===== config.mk =====
export PLATFORM = sky130hd
export DESIGN_NAME = dragster_configurator_flat
export DESIGN_NICKNAME = d
export VERILOG_FILES = /design/src/rtl/dragster_configurator_if.sv /design/src/rtl/dragster_configurator.sv /design/src/flat_wrapper.sv
export SDC_FILE = /design/constraint.sdc
export NUM_CORES = 1
export LEC_CHECK = 0
export CORE_ASPECT_RATIO = 1.25
export CORE_MARGIN = 2
export CORE_UTILIZATION = 50
export DETAILED_ROUTE_END_ITERATION = 10
export GPL_ROUTABILITY_DRIVEN = 0
export PLACE_DENSITY = 0.72
export REMOVE_ABC_BUFFERS = 1
export SETUP_SLACK_MARGIN = 0.5
export SYNTH_ARGS = -nofsm -noshare
export SYNTH_HDL_FRONTEND = slang
export SYNTH_SLANG_ARGS = --single-unit

===== constraint.sdc =====
create_clock -name clk -period 2.8 [get_ports clk]
set_input_delay 0.56 -clock clk [delete_from_list [all_inputs] [get_ports clk]]
set_output_delay 0.56 -clock clk [all_outputs]
set_load 0.005 [all_outputs]

===== src/rtl/dragster_configurator_if.sv =====
// SPI pin bundle between the Dragster configurator and the two line-scan sensors.
// Ports: miso (sensor -> master, reserved), mosi, sclk, ss_n[1:0] (master -> sensors).
// The master modport belongs to the configurator; the slave modport represents the sensor side.
interface dragster_configurator_if;
    logic       miso;
    logic       mosi;
    logic       sclk;
    logic [1:0] ss_n;

    modport master (
        input  miso,
        output mosi,
        output sclk,
        output ss_n
    );

    modport slave (
        output miso,
        input  mosi,
        input  sclk,
        input  ss_n
    );
endinterface


===== src/rtl/dragster_configurator.sv =====
// Power-up configurator: writes a fixed 4-entry register table to sensor 0, then sensor 1, over SPI mode 0.
// Ports: clk, reset_n (asynchronous, active-high despite the name), spi (master modport: mosi, sclk, ss_n out; miso unused).
// Latency: first ss_n fall at the STARTUP_DELAY+1'th edge after reset release; no backpressure, the sequence free-runs, then parks.
module dragster_configurator #(
    parameter int CLK_DIVIDER   = 4,
    parameter int STARTUP_DELAY = 16,
    parameter int GAP_CYCLES    = 16
) (
    input  logic                   clk,
    input  logic                   reset_n,
    dragster_configurator_if.master spi
);

    // One shared phase counter serves every timed state, so size it for the longest one.
    localparam int MAX_SG = (STARTUP_DELAY > GAP_CYCLES) ? STARTUP_DELAY : GAP_CYCLES;
    localparam int MAX_V  = (MAX_SG > CLK_DIVIDER) ? MAX_SG : CLK_DIVIDER;
    localparam int CW     = $clog2(MAX_V + 1);

    localparam logic [CW-1:0] DIV_LAST   = CW'(CLK_DIVIDER - 1);
    localparam logic [CW-1:0] START_LAST = CW'(STARTUP_DELAY - 1);
    localparam logic [CW-1:0] GAP_LAST   = CW'(GAP_CYCLES - 1);

    typedef enum logic [2:0] {
        ST_STARTUP,
        ST_LOAD,
        ST_SETUP,
        ST_SCLK_HIGH,
        ST_SCLK_LOW,
        ST_GAP,
        ST_DONE
    } state_t;

    // Frame = {write bit 0, 7-bit address, 8-bit data}.
    function automatic logic [15:0] table_word(input logic [1:0] idx);
        logic [15:0] w;
        case (idx)
            2'd0:    w = {1'b0, 7'h01, 8'h1F};
            2'd1:    w = {1'b0, 7'h02, 8'h00};
            2'd2:    w = {1'b0, 7'h03, 8'h04};
            default: w = {1'b0, 7'h00, 8'h01};
        endcase
        return w;
    endfunction

    state_t        state, state_nxt;
    logic [CW-1:0] cnt, cnt_nxt;
    logic [3:0]    bit_cnt, bit_cnt_nxt;
    logic [1:0]    tbl_idx, tbl_idx_nxt;
    logic          sensor, sensor_nxt;
    logic [15:0]   shreg, shreg_nxt;
    logic          sclk_q, sclk_nxt;
    logic [1:0]    ss_n_q, ss_n_nxt;

    logic unused_miso;
    assign unused_miso = spi.miso;

    always_ff @(posedge clk or posedge reset_n) begin
        if (reset_n) begin
            state   <= ST_STARTUP;
            cnt     <= '0;
            bit_cnt <= '0;
            tbl_idx <= '0;
            sensor  <= 1'b0;
            shreg   <= '0;
            sclk_q  <= 1'b0;
            ss_n_q  <= 2'b11;
        end else begin
            state   <= state_nxt;
            cnt     <= cnt_nxt;
            bit_cnt <= bit_cnt_nxt;
            tbl_idx <= tbl_idx_nxt;
            sensor  <= sensor_nxt;
            shreg   <= shreg_nxt;
            sclk_q  <= sclk_nxt;
            ss_n_q  <= ss_n_nxt;
        end
    end

    // Output registers are updated on the transition into a state, so the pins
    // reflect the new state from the very edge that enters it.
    always_comb begin
        state_nxt   = state;
        cnt_nxt     = cnt;
        bit_cnt_nxt = bit_cnt;
        tbl_idx_nxt = tbl_idx;
        sensor_nxt  = sensor;
        shreg_nxt   = shreg;
        sclk_nxt    = sclk_q;
        ss_n_nxt    = ss_n_q;

        case (state)
            ST_STARTUP: begin
                if (cnt == START_LAST) begin
                    state_nxt = ST_LOAD;
                    cnt_nxt   = '0;
                end else begin
                    cnt_nxt = cnt + 1'b1;
                end
            end

            ST_LOAD: begin
                shreg_nxt   = table_word(tbl_idx);
                ss_n_nxt    = sensor ? 2'b01 : 2'b10;
                bit_cnt_nxt = '0;
                cnt_nxt     = '0;
                state_nxt   = ST_SETUP;
            end

            ST_SETUP: begin
                if (cnt == DIV_LAST) begin
                    state_nxt = ST_SCLK_HIGH;
                    sclk_nxt  = 1'b1;
                    cnt_nxt   = '0;
                end else begin
                    cnt_nxt = cnt + 1'b1;
                end
            end

            ST_SCLK_HIGH: begin
                if (cnt == DIV_LAST) begin
                    // Falling sclk and the next mosi bit leave on the same edge.
                    state_nxt = ST_SCLK_LOW;
                    sclk_nxt  = 1'b0;
                    shreg_nxt = {shreg[14:0], 1'b0};
                    cnt_nxt   = '0;
                end else begin
                    cnt_nxt = cnt + 1'b1;
                end
            end

            ST_SCLK_LOW: begin
                if (cnt == DIV_LAST) begin
                    cnt_nxt = '0;
                    if (bit_cnt == 4'd15) begin
                        state_nxt = ST_GAP;
                        ss_n_nxt  = 2'b11;
                        shreg_nxt = '0;
                    end else begin
                        state_nxt   = ST_SCLK_HIGH;
                        sclk_nxt    = 1'b1;
                        bit_cnt_nxt = bit_cnt + 4'd1;
                    end
                end else begin
                    cnt_nxt = cnt + 1'b1;
                end
            end

            ST_GAP: begin
                if (cnt == GAP_LAST) begin
                    cnt_nxt = '0;
                    if (sensor && (tbl_idx == 2'd3)) begin
                        state_nxt = ST_DONE;
                    end else begin
                        state_nxt   = ST_LOAD;
                        tbl_idx_nxt = tbl_idx + 2'd1;
                        if (tbl_idx == 2'd3) begin
                            sensor_nxt = 1'b1;
                        end
                    end
                end else begin
                    cnt_nxt = cnt + 1'b1;
                end
            end

            ST_DONE: begin
                sclk_nxt  = 1'b0;
                ss_n_nxt  = 2'b11;
                shreg_nxt = '0;
            end

            default: begin
                state_nxt = ST_DONE;
                sclk_nxt  = 1'b0;
                ss_n_nxt  = 2'b11;
                shreg_nxt = '0;
            end
        endcase
    end

    assign spi.mosi = shreg[15];
    assign spi.sclk = sclk_q;
    assign spi.ss_n = ss_n_q;

endmodule


===== src/flat_wrapper.sv =====
// flat-port wrapper written by rule: the top's interface ports become plain ports
module dragster_configurator_flat 
#(
    parameter int CLK_DIVIDER   = 4,
    parameter int STARTUP_DELAY = 16,
    parameter int GAP_CYCLES    = 16
)
  (clk, reset_n, spi_miso, spi_mosi, spi_sclk, spi_ss_n);
  dragster_configurator_if spi_i ();
  input  logic clk;
  input  logic reset_n;
  input wire logic [$bits(spi_i.miso)-1:0] spi_miso;
  output wire logic [$bits(spi_i.mosi)-1:0] spi_mosi;
  output wire logic [$bits(spi_i.sclk)-1:0] spi_sclk;
  output wire logic [$bits(spi_i.ss_n)-1:0] spi_ss_n;
  assign spi_i.miso = spi_miso;
  assign spi_mosi = spi_i.mosi;
  assign spi_sclk = spi_i.sclk;
  assign spi_ss_n = spi_i.ss_n;
  dragster_configurator #(.CLK_DIVIDER(CLK_DIVIDER), .STARTUP_DELAY(STARTUP_DELAY), .GAP_CYCLES(GAP_CYCLES)) u_core (.clk(clk), .reset_n(reset_n), .spi(spi_i));
endmodule

# --- Word-level counts from Yosys, hierarchy flattened ---
# Index checks and enable logic that the tools add are counted.
# Widths: inputs -> output; s select.
classes:
  shifts: 0
  div: 0
  muxes: 28
  bitwise_logic: 5
  eq_ne: 19
  add_sub_neg: 3
  magnitude_cmp: 0
  mul: 0
  reduce_logical: 17
op_table:
  columns: ["cell", "n"]
  rows:
  - ["$pmux 16 s4", 1]
  - ["$mux 16", 3]
  - ["$pmux 10 s3", 1]
  - ["$mux 3", 7]
  - ["$pmux 3 s7", 1]
  - ["$pmux 5 s3", 1]
  - ["$ne 2x1->1 const B", 6]
  - ["$mux 5", 2]
  - ["$eq 3x3->1 const B", 3]
  - ["$reduce_and 3->1", 3]
  - ["$reduce_or 3->1", 3]
  - ["$mux 4", 2]
  - ["$pmux 4 s2", 1]
  - ["$reduce_and 4->1", 2]
  - ["$eq 3x2->1 const B", 2]
  - ["$mux 2", 3]
  - ["$pmux 2 s3", 1]
  - ["$reduce_and 6->1", 1]
  - ["$add 5x1->5 const B", 1]
  - ["$eq 5x2->1 const B", 1]
  - ["$eq 5x4->1 const B", 1]
  - ["$not 1->1", 5]
  - ["$reduce_and 5->1", 1]
  - ["$add 4x1->4 const B", 1]
  - ["15 further kinds", 19]
word_totals:
  mem_count: 0
  ramBits: 0
  latch_bits: 0
  output_inout_bits: 4
  rom_bits: 0
  ff_bits: 34
  elab_cells: 80

# --- Longest topological paths before layout ---
# Gate-level depths: netlist of run 1.
logic_depth:
  ltp_word: 5
  depth_mapped: 8
  mapped_depth_nobuf: 8

# --- Least setup slack after synthesis of run 1 ---
# OpenSTA, ideal clock, no wires.
synth_timing:
  path_type: "register to register"
  from: "register u_core.cnt[0]"
  to: "register u_core.shreg[10]"
  path_slack_ns: 0.819
  path_stages_with_launch: 7
  synth_period_minus_slack_ns: 1.981
  t_arrival_ns: 1.850
  n_path_buf: 1
  t_required_ns: 2.669
  path_cell_list: "dfrtp_1 > ha_1 > or4b_1 > buf_2 > a211oi_4 > mux2i_1 > nor2_1"
synth_between:
  elab_chain_cells: 3
  word_cells_on_any_way: 4
  classes_between: "eq/ne: 3; reduce/logical: 1"
synth_rtl:
  columns: ["element", "line_no", "source"]
  rows:
  - ["from (decl)", "dragster_configurator.sv:46", "logic [CW-1:0] cnt, cnt_nxt;"]
  - ["from (signal assigned)", "dragster_configurator.sv:69", "cnt <= cnt_nxt;"]
  - ["$eq 5x2->1 (*)", "dragster_configurator.sv:120, dragster_configurator.sv:132", null]
  - ["$ne 2x1->1 (no source line)", null, null]
  - ["$reduce_and 4->1 (no source line) (*)", null, null]
  - ["to (signal assigned)", "dragster_configurator.sv:73", "shreg <= shreg_nxt;"]
  - ["to (decl)", "dragster_configurator.sv:50", "logic [15:0] shreg, shreg_nxt;"]
# Mark *: on every way between the ends. The rest lies on a longest branch, timed or not.
# A chain may end at the register's enable or synchronous reset.

# --- Worst setup path in the final report of run 1 ---
layout_timing:
  from: "register u_core.cnt[0]"
  to: "register u_core.shreg[6]"
# The elaborated chain is that of the path after synthesis.

==> results of run 1 <==
-- state kept, by name, indices dropped and copies added (netlist names) --
signal,cells
u_core.shreg,16
u_core.cnt,5
u_core.bit_cnt,4
u_core.state,3
u_core.spi.ss_n,2
u_core.tbl_idx,2
u_core.sensor,1
u_core.spi.sclk,1
-- layout by cell type, fill, tap and decap left out, types with 3 or more instances in the layout --
cell	instances
a21oi_1	10
and3_1	3
buf_4	4
clkbuf_8	5
clkdlybuf4s50_1	5
dfrtp_1	32
ha_1	7
inv_1	10
mux2_2	6
mux2i_1	11
nand2_1	14
nand3_1	7
nor2_1	20
nor2b_1	4
nor3_1	3
o211ai_1	4
o21ai_0	9
-- worst register-to-register path, delay by kind of cell (launching register included) --
kind / cells / cell delay (ns)
AO/OA/AOI/OAI: 1 / 0.32
flip-flops: 1 / 0.40
adder cells (fa/ha/maj): 1 / 0.28
buffers and inverters: 1 / 0.17
AND/OR/NAND/NOR: 2 / 0.74
multiplexers: 1 / 0.23
-- cell type report --
class                           count  area [µm²]  area share
Multi-Input combinational cell    133         942       0.445
Sequential cell                    34         853       0.403
Timing Repair Buffer               10         100      0.0472
Clock buffer                        5        68.8      0.0325
Clock inverter                      3        68.8      0.0325
Tap cell                           39        48.8      0.0230
Inverter                           10        37.5      0.0177
-- power breakdown --
part	switching, mW	internal (mW)
clock	0.189	0.357
sequential	0	0.491
combinational	0.00979	0.00224
-- kinds of logic after synthesis --
logic type | share of synthesized area
compound gates | 0.152
mux | 0.102
buf+inv | 0.0397
xor+xnor | 0.00942
flops | 0.459
fa+ha+maj | 0.0538
simple gates | 0.185
-- path summary, 6_finish.rpt --
kind                                        startpoint                        endpoint
max                          u_core.cnt[0]$_DFFE_PP0P_     u_core.shreg[6]$_DFFE_PP0P_
min                        u_core.shreg[0]$_DFFE_PP0P_     u_core.shreg[0]$_DFFE_PP0P_
max reg2reg                  u_core.cnt[0]$_DFFE_PP0P_     u_core.shreg[6]$_DFFE_PP0P_
min reg2reg                u_core.shreg[0]$_DFFE_PP0P_     u_core.shreg[0]$_DFFE_PP0P_
max in group asynchronous                      reset_n  u_core.spi.ss_n[1]$_DFFE_PP1P_
min in group asynchronous                      reset_n     u_core.state[1]$_DFFE_PP0P_
-- metal layers --
| layer | routed length (µm) | global-route usage | part of all wire |
|---|---|---|---|
| met1 | 1680 | 0.243 | 0.44 |
| met2 | 1950 | 0.345 | 0.51 |
| met3 | 91 | 0.0339 | 0.024 |
| met4 | 94 | 0.0982 | 0.025 |
| met5 | 0 | 0 | 0 |
-- metrics by stage --
stage,setup slack (ns),hold slack [ns],util,instance area (µm²)
global route,0.492,0.517,0.603,2120
floorplan,0.781,0.448,-,1820
finish,0.534,0.503,0.603,2120
detailed placement,0.443,0.481,0.556,1950
CTS,0.574,0.503,0.601,2110
global placement,0.555,0.475,0.556,1950
-- what timing repair did --
action                     4_1_cts  5_1_grt
gates resized for setup          0        2
setup endpoints to repair        8        2
pin swaps                        1        0
setup buffers                    1        0
==> summary.txt, run 1 <==
Clock network
  • Root Driver: clkbuf_8
  • Worst-skew pair later-pin latency: between 0.2 and 0.3 ns
  • Max clock buf depth: 2
  • Hold Buf Count CTS: 0
  • H-tree depth: 2
  • Inserted Clock Buffers: 5
  • Clk pin slew, worst setup/hold paths: about 0.07 ns
  • Clock sink count: 34
  • CTS tree: done

Critical path
  • R2r setup slk: about 0.53 ns
  • Worst-path cell chain: ha_1 > or4b_1 > a211oi_4 > buf_12 > mux2i_1 > nor2_1
  • Crit-path max cell delay: 0.68 ns
  • Critical path depth: 6
  • Critical Path Sink Type: flop
  • Worst path bufs/invs: 1
  • Slowest-stage cell, CP: or4b_1
  • WP data arrival: 2.43 ns
  • R2r worst-path depth: 6
  • Crit Path Max Fanout: 8
  • Crit-path leading delay family: simple AND/OR/NAND/NOR gates
  • WP data required: 2.96 ns
  • CP Class: reg2reg
  • Startpoint types: flop

Pwr
  • VDD IR-drop max: between 0.3 and 0.4 mV
  • Tot Pwr: 1.05 mW
  • Pwr Density: 495 nW/µm²
  • Pleak: between 0.9 and 1 nW

Logic synthesis
  • Post-synth top cells: dfrtp_1, nor2_1, nand2_1
  • Seq/Total Area, Yosys: 0.459
  • EDFF count, synth: 0
  • Synth async-reset ratio: 1.00
  • Number of standard cells after synthesis: between 150 and 200
  • Yosys cell types: 43
  • Top_reg_cell synth: dfrtp_1
  • Yosys warns: 0
  • Post-Syn Area per Cell: between 10 and 15 µm²
  • Synth area leader: dfrtp_1
  • Cell with the most instances after synthesis: dfrtp_1
  • Ranking of synthesized cells by area: dfrtp_1, mux2i_1, ha_1
  • Cell Area, Synth: 1860 µm²
  • Seq cells post-synth: 34
  • Yosys top cell area share: 0.430

Timing
  • RSZ-0062 raised after global routing: yes
  • Fmax: approximately 0.44 GHz
  • Final period utilization: 0.809
  • Final hold vios: 0
  • Total negative slack: 0 ns
  • Worst-Margin Slew: between 0.6 and 0.7 ns
  • Minimum clock period: roughly 2.3 ns
  • Final setup violation count: 0
  • Final Max Slew Viols: 0
  • Rel. slew slack: 0.556
  • Layout Skew: about 0.014 ns

GRT
  • First-pass GRT wire length: 6440 µm
  • GRT Overall Usage: 0.202
  • Antenna violations before repair: 0
  • GRT overflow: 0
  • Largest net degree at the start of global routing: 35
  • Via count of the first global-routing pass: about 1400

Min path
  • WHS Path Cells: 1
  • Hold Path Class: reg2reg

Die
  • Die ar.: ~4200 µm²
  • Initial Utilization: 0.530
  • Die Y: roughly 72 µm
  • Die span in x: between 50 and 60 µm
  • I/O pin cnt: 7
  • Row cnt: 24
  • Placeable Area: roughly 3500 µm²

Flow run
  • MaxCap Viol Count: 0

Route
  • Total number of vias: between 1000 and 1500
  • Detailed-router iteration count before antenna repair: 4
  • DRC: 0
  • DR WL/cell: between 15 and 20 µm
  • Final WL: around 3800 µm
  • Via-to-Cell Ratio: approximately 6.2
  • Post-route antenna net violation count: 0
  • Violation count after the first detailed-route iteration: 63

Placement
  • Port bufs: 5
  • Final HPWL DP: between 2000 and 3000 µm
  • Placed cells: approximately 230

Final layout
  • Area Growth Syn to Fin: 13.9%
  • Fin nets: between 200 and 250
  • Fillers: between 200 and 300
  • Proportion of layout cells with a drive suffix above 1: 0.154
  • Antenna cells: 0
  • Non-Filler Instances: around 230

Outcome
  • Status: complete, no violations
Note: power is estimated with default switching activity, not from simulation.
==> inputs of run 2 (changes only) <==
==> constraint.sdc (replaced) <==
create_clock -name clk -period 2.1 [get_ports clk]
set_input_delay 0.42 -clock clk [delete_from_list [all_inputs] [get_ports clk]]
set_output_delay 0.42 -clock clk [all_outputs]
set_load 0.005 [all_outputs]
==> run 2 against run 1 <==
Hold slack got worse by 0.0065 ns. Critical path depth shrank 1. Routed wire length is 18% higher. Largest power group is now registers.
==> summary.txt, run 2 (synthesized netlist as in run 1, its figures left out) <==
Outcome
  • Status: complete, no violations

Pwr
  • Pleak: approximately 1.1 nW
  • Tot Pwr: 1.30 mW
  • Switching Fraction: 0.194
  • Pwr Density: approximately 530 nW/µm²
  • Clock power frac: 0.483
  • P_sw: about 0.25 mW
  • Int Power: between 1 and 1.5 mW
  • VDD IR-drop max: 0.633 mV
  • Seq pwr share: 0.506
  • Comb pwr share: 0.012

Final layout
  • Area Growth Syn to Fin: 32.3%
  • Largest Register: u_core.shreg
  • Non-Filler Instances: 259
  • Fillers: around 260
  • Proportion of layout cells with a drive suffix above 1: 0.341
  • Largest regs: u_core.shreg x16, u_core.cnt x5, u_core.bit_cnt x4
  • Antenna cells: 0
  • Fin nets: 230
  • Commonest cells after routing, fill and taps aside: dfrtp_1, buf_4, nor2_1
  • Max reg flops: 16
  • Commonest non-fill, non-tap cell in the layout: dfrtp_1

Route
  • Via-to-Cell Ratio: 6.12
  • Total number of vias: 1586
  • DR WL/cell: 17.4 µm
  • Violation count after the first detailed-route iteration: 40
  • Detailed-router iteration count before antenna repair: 4
  • Final WL: between 4000 and 5000 µm
  • Post-route antenna net violation count: 0
  • DRC: 0

Clock network
  • Inserted Clock Buffers: 5
  • Worst-skew pair later-pin latency: around 0.3 ns
  • Clock sink count: 34
  • H-tree depth: 2
  • CTS tree: done
  • Root Driver: clkbuf_8
  • Clk pin slew, worst setup/hold paths: approximately 0.08 ns
  • Max clock buf depth: 2
  • Hold Buf Count CTS: 0

GRT
  • GRT overflow: 0
  • GRT Overall Usage: 0.229
  • Antenna violations before repair: 0
  • First-pass GRT wire length: just over 7000 µm
  • Via count of the first global-routing pass: 1576
  • Largest net degree at the start of global routing: 35

Placement
  • Final HPWL DP: just under 3000 µm
  • Placed cells: 242
  • Port bufs: 5
  • Pre-CTS WS: -0.0377 ns

Die
  • Die span in x: 58.6 µm
  • Die Y: about 72 µm
  • Initial Utilization: 0.530
  • Row cnt: 24
  • Die ar.: 4230 µm²
  • I/O pin cnt: 7
  • Placeable Area: around 3500 µm²

Critical path
  • Reg2reg end: u_core.shreg[1]$_DFFE_PP0P_
  • Startpoint types: flop
  • WP data arrival: roughly 2.1 ns
  • CP Class: reg2reg
  • WP data required: 2.27 ns
  • Crit Path Max Fanout: 7
  • R2r worst-path depth: 5
  • Reg2reg start: u_core.cnt[1]$_DFFE_PP0P_
  • R2r setup slk: roughly 0.16 ns
  • Worst setup path end: u_core.shreg[1]$_DFFE_PP0P_
  • CP startpoint: u_core.cnt[1]$_DFFE_PP0P_
  • Critical Path Sink Type: flop

Timing
  • Layout Skew: ~0.013 ns
  • Worst-Margin Slew: between 0.4 and 0.5 ns
  • Final period utilization: 0.922
  • Final hold vios: 0
  • Minimum clock period: around 1.9 ns
  • Total negative slack: 0 ns
  • RSZ-0062 raised after global routing: yes
  • Fmax: approximately 0.52 GHz
  • Final setup violation count: 0
  • Final Max Slew Viols: 0
  • Final WS setup: roughly 0.16 ns
  • Rel. slew slack: 0.716

Min path
  • Min-delay src: u_core.spi.ss_n[1]$_DFFE_PP1P_
  • Hold Path Class: reg2reg

Flow run
  • MaxCap Viol Count: 0
-- run 2: cell types whose count changed in the layout (fill, tap and decap cells not counted), sizes merged --
cell / change
clkdlybuf4s50: -3
nand3: +1
clkbuf: +2
dlygate4sd2: +2
buf: +24
bufinv: -1
dlymetal6s2s: +1
clkinv: -1
-- run 2: power groups by stage --
| stage | logic [mW] | registers (mW) | clock network [mW] |
|---|---|---|---|
| 3_3_place_gp | 0.0160 | 0.667 | 0 |
| 2_1_floorplan | 0.00962 | 0.667 | 0 |
| 3_5_place_dp | 0.0165 | 0.667 | 0 |
| 5_1_grt | 0.0187 | 0.654 | 0.659 |
| 6_report | 0.0154 | 0.655 | 0.625 |
| 4_1_cts | 0.0164 | 0.655 | 0.630 |
-- run 2: worst min path at each step --
stage / endpoint / slack (ns) / cells after the start
floorplan: u_core.spi.ss_n[1]$_DFFE_PP1P_ / 0.45 / 1
global placement: u_core.shreg[0]$_DFFE_PP0P_ / 0.48 / 1
detailed placement: u_core.spi.sclk$_DFFE_PP0P_ / 0.49 / 1
CTS: u_core.shreg[5]$_DFFE_PP0P_ / 0.51 / 1
global route: u_core.spi.ss_n[1]$_DFFE_PP1P_ / 0.51 / 1
finish: u_core.spi.ss_n[1]$_DFFE_PP1P_ / 0.50 / 1
-- run 2: timing repair --
item	4_1_cts	5_1_grt
pin swaps	9	18
endpoints found under the setup margin	35	34
gates cloned	0	1
buffers inserted	2	6
gates resized for setup	27	20
-- run 2: per-layer routing --
layer,global-route usage,routed length (µm),up-vias
met5,0,0,-
met4,0.103,96,0
met3,0.0570,166,9
met2,0.378,2480,32
met1,0.280,1760,810
li1,-,-,735
-- run 2: critical path, cell delays in order (launching register included) --
cell	delay (ns)
dfrtp_1	0.40
ha_4	0.18
or4b_4	0.53
o211ai_1	0.29
nor2b_4	0.12
mux2_2	0.29
-- run 2: layout make-up --
class | count | area (µm²) | share of cell area
repair buffers | 34 | 307 | 0.125
well taps | 39 | 48.8 | 0.0198
clock inverters | 1 | 30.0 | 0.0122
multi-input cells | 134 | 1090 | 0.445
clock buffers | 7 | 86.3 | 0.0351
flip-flops and latches | 34 | 857 | 0.348
inverters | 10 | 37.5 | 0.0153
-- run 2: per-stage QoR --
stage	instance area, µm²	util	hold WS (ns)
after floorplan	1820	-	0.448
after global routing	2460	0.700	0.509
after detailed placement	2090	0.596	0.491
final	2460	0.700	0.497
after CTS	2310	0.658	0.509
after global placement	2090	0.596	0.482
